[config.mk]
export PLATFORM = sky130hd
export DESIGN_NAME = half2_sched
export DESIGN_NICKNAME = d
export VERILOG_FILES = /design/src/rtl/half2_sched_pkg.sv /design/src/rtl/half2_sched_tag_delay.sv /design/src/rtl/half2_sched.sv
export SDC_FILE = /design/constraint.sdc
export NUM_CORES = 1
export LEC_CHECK = 0
export ABC_AREA = 1
export BUFFER_PORTS_ARGS = -buffer_cell sky130_fd_sc_hd__buf_4
export CORE_MARGIN = 3
export CORE_UTILIZATION = 34
export DETAILED_ROUTE_END_ITERATION = 8
export SYNTH_ARGS = -nofsm -noshare
export SYNTH_HDL_FRONTEND = slang
export SYNTH_SLANG_ARGS = --single-unit
[constraint.sdc]
create_clock -name clk -period 3.7 [get_ports clk]
set_input_delay 0.74 -clock clk [delete_from_list [all_inputs] [get_ports clk]]
set_output_delay 0.74 -clock clk [all_outputs]
set_load 0.01 [all_outputs]
[src/rtl/half2_sched_pkg.sv]
// Shared types and widths for the half2 front-end scheduler.
package half2_sched_pkg;

  localparam int unsigned IN_W   = 16;
  localparam int unsigned OUT_W  = 17;
  localparam int unsigned UCNT_W = 8;

  typedef enum logic [1:0] {
    IDLE  = 2'd0,
    PRIME = 2'd1,
    RUN   = 2'd2,
    DRAIN = 2'd3
  } state_e;

endpackage

[src/rtl/half2_sched_tag_delay.sv]
// Fixed-depth delay line of {phase, valid} tags that travel alongside an
// interleaved filter pipeline. Stage 0 is the newest tag and the top stage
// is the one leaving the pipe.
module tag_delay #(
  parameter int unsigned DEPTH = 6
) (
  input  logic clk_i,
  input  logic clr_i,
  input  logic phase_i,
  input  logic valid_i,
  output logic phase_o,
  output logic valid_o
);

  logic [2*DEPTH-1:0] pipe_q;
  logic [2*DEPTH-1:0] pipe_d;

  generate
    if (DEPTH == 1) begin : g_one
      // Single stage: the new tag replaces the only entry.
      always_comb pipe_d = {phase_i, valid_i};
    end else begin : g_multi
      // Shift every tag one stage towards the output and insert the new one.
      always_comb pipe_d = {pipe_q[2*DEPTH-3:0], phase_i, valid_i};
    end
  endgenerate

  // Tag register with synchronous clear.
  always_ff @(posedge clk_i) begin
    if (clr_i) begin
      pipe_q <= '0;
    end else begin
      pipe_q <= pipe_d;
    end
  end

  assign phase_o = pipe_q[2*DEPTH-1];
  assign valid_o = pipe_q[2*DEPTH-2];

endmodule

[src/rtl/half2_sched.sv]
// Scheduler / demultiplexer around the two-channel interleaved half-band
// filter half2: frames two input streams onto a/b/ab, tracks the filter
// latency with a tag pipe, and returns each result on its own channel.
module half2_sched
  import half2_sched_pkg::*;
#(
  parameter int unsigned LAT        = 6,
  parameter int unsigned PRIME_LEN  = 16,
  parameter bit          ZERO_STUFF = 1'b1
) (
  input  logic              clk,
  input  logic              rst,
  input  logic              enable,
  input  logic [IN_W-1:0]   in_a,
  input  logic              in_a_valid,
  input  logic [IN_W-1:0]   in_b,
  input  logic              in_b_valid,
  output logic              f_ab,
  output logic [IN_W-1:0]   f_a,
  output logic [IN_W-1:0]   f_b,
  input  logic [OUT_W-1:0]  f_d,
  output logic [OUT_W-1:0]  out_a,
  output logic              out_a_strobe,
  output logic [OUT_W-1:0]  out_b,
  output logic              out_b_strobe,
  output logic              running,
  output logic              overrun,
  output logic [UCNT_W-1:0] underrun_cnt
);

  localparam logic [7:0] PRIME_LD = 8'(PRIME_LEN);
  localparam logic [7:0] DRAIN_LD = 8'(LAT + (LAT % 2));

  state_e            state_q, state_d;
  logic [7:0]        cnt_q, cnt_d;
  logic              ab_q, ab_d;
  logic              frame_start;

  logic [IN_W-1:0]   hold_a_q, hold_a_d, hold_b_q, hold_b_d;
  logic              got_a_q, got_a_d, got_b_q, got_b_d;
  logic [IN_W-1:0]   fa_q, fa_d, fb_q, fb_d;
  logic              ovr_q, ovr_d;
  logic [UCNT_W-1:0] ucnt_q, ucnt_d;
  logic [OUT_W-1:0]  out_a_q, out_b_q;

  logic [IN_W-1:0]   samp_a, samp_b;
  logic              have_a, have_b;
  logic              to_run, to_live, under;
  logic              tag_ph, tag_v;

  // Sequencer: phase toggle, prime/drain counter and state transitions.
  // Every non-IDLE exit happens on a cycle with ab_q=1, i.e. a frame boundary.
  always_comb begin
    state_d     = state_q;
    cnt_d       = cnt_q;
    ab_d        = 1'b0;
    frame_start = 1'b0;
    unique case (state_q)
      IDLE: begin
        if (enable) begin
          state_d     = PRIME;
          cnt_d       = PRIME_LD;
          frame_start = 1'b1;
        end
      end
      PRIME: begin
        ab_d  = ~ab_q;
        cnt_d = cnt_q - 8'd1;
        if (ab_q) begin
          frame_start = 1'b1;
          if (!enable) begin
            state_d = DRAIN;
            cnt_d   = DRAIN_LD;
          end else if (cnt_q == 8'd1) begin
            state_d = RUN;
          end
        end
      end
      RUN: begin
        ab_d = ~ab_q;
        if (ab_q) begin
          frame_start = 1'b1;
          if (!enable) begin
            state_d = DRAIN;
            cnt_d   = DRAIN_LD;
          end
        end
      end
      DRAIN: begin
        ab_d  = ~ab_q;
        cnt_d = cnt_q - 8'd1;
        if (cnt_q == 8'd1) begin
          frame_start = 1'b1;
          if (enable) begin
            state_d = PRIME;
            cnt_d   = PRIME_LD;
          end else begin
            state_d = IDLE;
          end
        end
      end
    endcase
  end

  // Input capture, per-frame presentation, overrun and underrun accounting.
  // A valid arriving on the last cycle of a frame is bypassed straight into
  // the presentation register since the holding register updates on the same edge.
  always_comb begin
    samp_a   = in_a_valid ? in_a : hold_a_q;
    samp_b   = in_b_valid ? in_b : hold_b_q;
    have_a   = got_a_q | in_a_valid;
    have_b   = got_b_q | in_b_valid;
    to_run   = (state_d == RUN);
    to_live  = (state_d == RUN) || (state_d == PRIME);
    hold_a_d = samp_a;
    hold_b_d = samp_b;
    got_a_d  = have_a;
    got_b_d  = have_b;
    fa_d     = fa_q;
    fb_d     = fb_q;
    under    = 1'b0;
    if (state_q == IDLE) begin
      got_a_d = 1'b0;
      got_b_d = 1'b0;
    end
    if (frame_start) begin
      got_a_d = 1'b0;
      got_b_d = 1'b0;
      if (to_live) begin
        fa_d  = (to_run && !have_a && ZERO_STUFF) ? '0 : samp_a;
        fb_d  = (to_run && !have_b && ZERO_STUFF) ? '0 : samp_b;
        under = to_run && !(have_a && have_b);
      end else begin
        fa_d = '0;
        fb_d = '0;
      end
    end
    ovr_d  = ovr_q | ((state_q != IDLE) &&
                      ((in_a_valid && got_a_q) || (in_b_valid && got_b_q)));
    ucnt_d = (under && (ucnt_q != '1)) ? ucnt_q + UCNT_W'(1) : ucnt_q;
  end

  // State, datapath and result-hold registers.
  always_ff @(posedge clk) begin
    if (rst) begin
      state_q  <= IDLE;
      cnt_q    <= '0;
      ab_q     <= 1'b0;
      hold_a_q <= '0;
      hold_b_q <= '0;
      got_a_q  <= 1'b0;
      got_b_q  <= 1'b0;
      fa_q     <= '0;
      fb_q     <= '0;
      ovr_q    <= 1'b0;
      ucnt_q   <= '0;
      out_a_q  <= '0;
      out_b_q  <= '0;
    end else begin
      state_q  <= state_d;
      cnt_q    <= cnt_d;
      ab_q     <= ab_d;
      hold_a_q <= hold_a_d;
      hold_b_q <= hold_b_d;
      got_a_q  <= got_a_d;
      got_b_q  <= got_b_d;
      fa_q     <= fa_d;
      fb_q     <= fb_d;
      ovr_q    <= ovr_d;
      ucnt_q   <= ucnt_d;
      if (out_a_strobe) out_a_q <= f_d;
      if (out_b_strobe) out_b_q <= f_d;
    end
  end

  tag_delay #(
    .DEPTH (LAT)
  ) u_tags (
    .clk_i   (clk),
    .clr_i   (rst),
    .phase_i (ab_q),
    .valid_i (state_q == RUN),
    .phase_o (tag_ph),
    .valid_o (tag_v)
  );

  assign out_a_strobe = tag_v & ~tag_ph & ~rst;
  assign out_b_strobe = tag_v &  tag_ph & ~rst;
  assign out_a        = out_a_strobe ? f_d : out_a_q;
  assign out_b        = out_b_strobe ? f_d : out_b_q;

  assign f_ab         = ab_q;
  assign f_a          = fa_q;
  assign f_b          = fb_q;
  assign running      = (state_q != IDLE);
  assign overrun      = ovr_q;
  assign underrun_cnt = ucnt_q;

endmodule

# Word level (Yosys, flattened, before mapping)
# Cells that the tools add are included.
[totals]
ff_bits = 132
latch_bits = 0
mem_bits_rw = 0
romBits = 0
inputBits = 54
out_inout_bits = 79
elab_cells = 88
mem_count = 0
[op_classes]
add_sub_neg = 2
n_mul = 0
div_mod_pow = 0
magnitude_cmp = 0
n_eq_ne = 10
shift = 0
n_mux = 31
n_bitwise = 11
n_reduce_logical = 20
[op_table]
columns = ["cell", "count"]
rows = [
  ["$mux W16", 6],
  ["$mux W8", 7],
  ["$mux W17", 2],
  ["$pmux W8 S4", 1],
  ["$mux W2", 7],
  ["$add A8 B1 Y8 const B", 1],
  ["$eq A8 B1 Y1 const B", 1],
  ["$logic_and A1 B1 Y1", 8],
  ["$ne A8 B8 Y1 const B", 1],
  ["$pmux W2 S4", 1],
  ["$sub A8 B1 Y8 const B", 1],
  ["$eq A2 B2 Y1 const B", 3],
  ["$mux W1", 6],
  ["$ne A2 B2 Y1 const B", 3],
  ["$reduce_or A3 Y1", 2],
  ["$and A1 B1 Y1", 4],
  ["$eq A2 B1 Y1 const B", 2],
  ["$not A1 Y1", 4],
  ["$reduce_or A2 Y1", 2],
  ["$logic_not A1 Y1", 3],
  ["$or A1 B1 Y1", 3],
  ["$pmux W1 S3", 1],
  ["$reduce_and A3 Y1", 1],
  ["$logic_not A2 Y1", 1],
  ["other kinds (2)", 3],
]

# Logic depth before layout (Yosys ltp)
[logic_depth]
ltp_word = 10
mapped_depth = 18
ltp_nobuf = 18

# Cells and area by module
# From an unflattened synthesis, not the netlist that was laid out.
[hier_totals]
hier_cells = 745
hier_area_um2 = 5893.2
[modules_own_cells]
columns = ["mod", "instances", "cells_each", "area_each_um2", "seq_area_each_um2"]
rows = [
  ["half2_sched", 1, 708, 5551.6, 2402.3],
  ["tag_delay", 1, 37, 341.6, 240.2],
]

# Worst setup path after synthesis
# Ideal clock, no wire load.
[synth_path]
kind = "input port to flip-flop"
from = "input port enable"
to = "register fb_q[10] (netlist: f_b[10])"
setup_ns = 0.070
t_arrival_ns = 2.353
required_ns = 3.630
path_slack_ns = 1.277
stages = 15
path_buffers = 1
cell_sequence = "inv_2 -> nand2_1 -> o21ai_0 -> a21oi_1 -> nand2_1 -> inv_1 -> nand2_1 -> nand2_1 -> ha_1 -> clkinv_1 -> nand2_1 -> inv_1 -> clkbuf_1 -> nand2_1 -> a21oi_1"
[synth_via]
elab_chain_cells = 7
elab_cells_between_ends = 16
cone_classes = "eq/ne (2); mux (12); reduce/logical (2)"
[synth_lines]
columns = ["item", "line_no", "rtl"]
rows = [
  ["start: declaration", "half2_sched.sv:13", "input logic enable,"],
  ["$mux W1 (tied with other cells)", "half2_sched.sv:60, half2_sched.sv:94", ""],
  ["$mux W2, on equally long branches", "half2_sched.sv:92, half2_sched.sv:69, half2_sched.sv:81", ""],
  ["$pmux W2 S4", "half2_sched.sv:58", "unique case (state_q)"],
  ["$eq A2 B2 Y1", "half2_sched.sv:113, half2_sched.sv:114", ""],
  ["$logic_and A1 B1 Y1", "half2_sched.sv:131", "fb_d = (to_run && !have_b && ZERO_STUFF) ? '0 : samp_b;"],
  ["$mux W16", "half2_sched.sv:131", ""],
  ["$mux W16", "half2_sched.sv:129", "if (to_live) begin"],
  ["end signal: assignment", "half2_sched.sv:154", "fb_q <= '0;"],
  ["end signal: assignment", "half2_sched.sv:168", "fb_q <= fb_d;"],
  ["end: declaration", "half2_sched.sv:41", "logic [IN_W-1:0] fa_q, fa_d, fb_q, fb_d;"],
]
# Several ways; a longest one is shown, not always the timed one.
# A chain may end at the register's enable or synchronous reset.

# Worst setup path in the final report
[layout_path]
from = "input port rst"
to = "output port out_b[12]"
[layout_via]
elab_chain_cells = 3
[layout_lines]
columns = ["item", "line_no", "rtl"]
rows = [
  ["start: declaration", "half2_sched.sv:12", "input logic rst,"],
  ["$not A1 Y1", "half2_sched.sv:188", "assign out_b_strobe = tag_v & tag_ph & ~rst;"],
  ["$and A1 B1 Y1", "half2_sched.sv:188", ""],
  ["$mux W17", "-", ""],
  ["end: declaration", "half2_sched.sv:24", "output logic [OUT_W-1:0] out_b,"],
]
# Every way passes these cells.

==> impl_metrics.yaml <==
clocking:
  cts_repair_resizes: 0
  cts_inserted_buffers: 17
  cts_tree: "yes"
  clock_pin_slew_reported_for_the_worst_setup_and_hold_paths_after_clock_tree_synthesis_ns: 0.06
  worst_skew_pair.late_latency_ns: 0.41
  cts-hold-fix-buffers: 0
  clockRootBuffer: "sky130_fd_sc_hd__clkbuf_16"
  cts.sinks: 132
  cts-root-to-sink-buffers: 2
  postCtsSetupBuffers: 0
  maximum_level_of_the_cts_h_tree: 4
synthesis:
  ys_types: 34
  syn_avg_cell_area_um2: 7.57
  mappedNetlistNets: 790
  synth_fa_ha_area_share_pct: 2.04
  synth_xor_xnor_area_share_pct: 0.954
  synth_top_family_by_area: "simple AND/OR/NAND/NOR gates"
  syn_area_um2: 5510
  synth_seq_cells: 132
  synthFlopType: "sky130_fd_sc_hd__dfxtp_1"
  synth-warning-count: 0
  synth_seq_area_share_pct: 48.0
  synth-async-reset-ratio_pct: 0
  synthSimpleGateAreaFrac_pct: 22.4
  syn_inst: 727
  count_of_flip_flops_with_a_built_in_enable_after_synthesis: 0
  compound_gate_fraction_of_synth_area_pct: 16.3
  share_of_synthesized_area_spent_on_multiplexers_pct: 0
pwr:
  clock_power_share_pct: 47.6
  power.switching_uw: 977
  power_switching_share_pct: 24.6
  power.density_nw_per_um2: 544
  ir_worst_vdd_uv: 320
  pwr-share-seq_pct: 39.7
  p_leak_uw: 0.00360
  intPower_uw: 2990
  power.share.combinational_pct: 12.7
layout:
  layout.cells.most_common: "sky130_fd_sc_hd__buf_4"
  design.final.nets: 910
  finalInstanceArea_um2: 7290
  share_of_final_layout_standard_cells_stronger_than_drive_strength_1_pct: 25.6
  diodes: 0
  layout.cells.most_common_list: "137 x sky130_fd_sc_hd__buf_4, 132 x sky130_fd_sc_hd__dfxtp_1, 111 x sky130_fd_sc_hd__nor2_1"
  synthToLayoutAreaGrowth_pct: 32.4
  final_core_utilization_pct: 46.9
timing:
  timing.final.crit_period_ns: 2.81
  slew_viol_final: 0
  report.final.hold_viol_count: 0
  grt_setup_unrepaired: "false"
  finalWorstSetupSlack_ns: 0.891
  maxClockFrequency_mhz: 356
  final.setup.tns_ns: 0
  fin_worst_skew_ns: 0.00767
  timing.hold.ws_ns: 0.396
  fin_crit_sh_pct: 75.9
  timing.max_slew.rel_slack_pct: 52.5
  worst_pin_slew_ns: 0.711
  setup_violations: 0
hold_path:
  hold_path_class: "reg -> reg"
route:
  route.vias.total: 4825
  avgRoutedWirePerCell_um: 12.8
  drt-pass1-iter-count: 4
  remaining_drc_errors: 0
  post_drt_via_cell_ratio: 4.51
  wirelength_um: 13700
  dr.first_iter.drc_count: 265
  antenna_left: 0
grt:
  grt_pass1_wl_um: 22800
  first_global_vias: 4644
  grt_overflow_total: 0
  antenna_found_initial: 0
  grt_max_degree: 65
  grt_usage_pct: 15.7
floorplan:
  die-area_um2: 17800
  die-width_um: 133
  core_region_area_um2: 15500
  ios: 133
  rows: 45
  die_height_um: 133
  initial_utilization_pct: 35.4
place:
  place.port_buffers: 132
  pre_cts_ws_ns: 0.779
  detailed_place_hpwl_um: 9320
  dpl_cell_area_um2: 6630
  globalplace.congestion: 0.799
flow_run:
  drv.max_cap_violation_count: 0
critical_path:
  critical_path_sink_type: "output port"
  cp.arrival_ns: 2.07
  required_ns: 2.96
  critical_path_class: "in -> out"
  worstPathMaxFanout: 18
  cp-start-kind: "input pin"
run_status:
  run_status: "complete, no violations"
critical path, cell delays in order:
cell and delay [ns]:
sky130_fd_sc_hd__buf_4 0.11, sky130_fd_sc_hd__nor2_1 0.12, sky130_fd_sc_hd__nand2_1 0.06, sky130_fd_sc_hd__buf_4 0.19, sky130_fd_sc_hd__inv_1 0.35, sky130_fd_sc_hd__or2_2 0.18
sky130_fd_sc_hd__o21ai_0 0.10, sky130_fd_sc_hd__inv_1 0.08, sky130_fd_sc_hd__buf_4 0.12
metal layers:
metal	global-route usage [%]	wire [um]
met1	21.1	6870
met2	23.8	5970
met3	5.36	823
met4	5.14	55
met5	0	0
flip-flops by register name, indices dropped and copies added (netlist names), 8 cells and up:
name           cells
f_b               16
out_b_q           17
u_tags.pipe_q     12
cnt_q              8
hold_a_q          16
underrun_cnt       8
hold_b_q          16
out_a_q           17
f_a               16
power groups by stage:
stage / Sequential, uW / Clock (uW) / Combinational, uW
5_1_grt: 1580 / 2000 / 570
3_3_place_gp: 1600 / 0 / 503
6_report: 1570 / 1890 / 504
2_1_floorplan: 1620 / 0 / 277
3_5_place_dp: 1600 / 0 / 507
4_1_cts: 1570 / 1920 / 510
final cells by class:
type,count,area (um^2)
well taps,211,264
clock inverters,14,234
fillers,1576,8250
inverters,105,394
flip-flops and latches,132,2640
multi-input cells,454,2300
clock buffers,18,429
repair buffers,137,1030
logic make-up (layout without fill, tap and decap cells):
logic type	count (synthesis)	count (layout)
adders and majority gates	9	9
AOI/OAI and AO/OA	168	168
DFF	132	132
xor gates and xnor gates	6	6
buffers and inverters	141	274
and+or+nand+nor	271	271
final timing paths:
kind	slack (ns)	cells after the start	from	endpoint
max	0.89	9	rst	out_b[12]
min	0.40	2	u_tags.pipe_q[8]$_SDFF_PP0_	u_tags.pipe_q[10]$_SDFF_PP0_
max reg2reg	0.92	17	state_q[1]$_SDFF_PP0_	underrun_cnt[5]$_SDFFE_PP0P_
min reg2reg	0.40	2	u_tags.pipe_q[8]$_SDFF_PP0_	u_tags.pipe_q[10]$_SDFF_PP0_
cells in the mapped netlist (2+ instances only):
master / number / area share (%)
sky130_fd_sc_hd__dfxtp_1: 132 / 48
sky130_fd_sc_hd__clkbuf_1: 12 / 0.82
sky130_fd_sc_hd__o21ai_1: 3 / 0.27
sky130_fd_sc_hd__inv_2: 4 / 0.27
sky130_fd_sc_hd__clkbuf_2: 2 / 0.18
sky130_fd_sc_hd__ha_1: 9 / 2.0
sky130_fd_sc_hd__nor2_1: 111 / 7.6
sky130_fd_sc_hd__inv_1: 100 / 6.8
sky130_fd_sc_hd__nand2_2: 6 / 0.68
sky130_fd_sc_hd__nor2_2: 2 / 0.23
sky130_fd_sc_hd__a21oi_1: 89 / 8.1
sky130_fd_sc_hd__or2_2: 35 / 4.0
sky130_fd_sc_hd__buf_1: 6 / 0.41
sky130_fd_sc_hd__o21ai_0: 55 / 5.0
sky130_fd_sc_hd__a211oi_1: 17 / 2.3
sky130_fd_sc_hd__xor2_1: 4 / 0.64
sky130_fd_sc_hd__nor3_1: 7 / 0.64
sky130_fd_sc_hd__nand2_1: 65 / 4.4
sky130_fd_sc_hd__nand3_1: 39 / 3.5
sky130_fd_sc_hd__buf_2: 12 / 1.1
sky130_fd_sc_hd__xnor2_1: 2 / 0.32
sky130_fd_sc_hd__buf_4: 3 / 0.41
metrics by stage:
step	instances	power, uW
final	1071	3970
after CTS	1071	4010
after global routing	1071	4160
after floorplan	727	1890
after detailed placement	1039	2110
after global placement	1039	2110
Note: power is estimated with default switching activity, not from simulation.
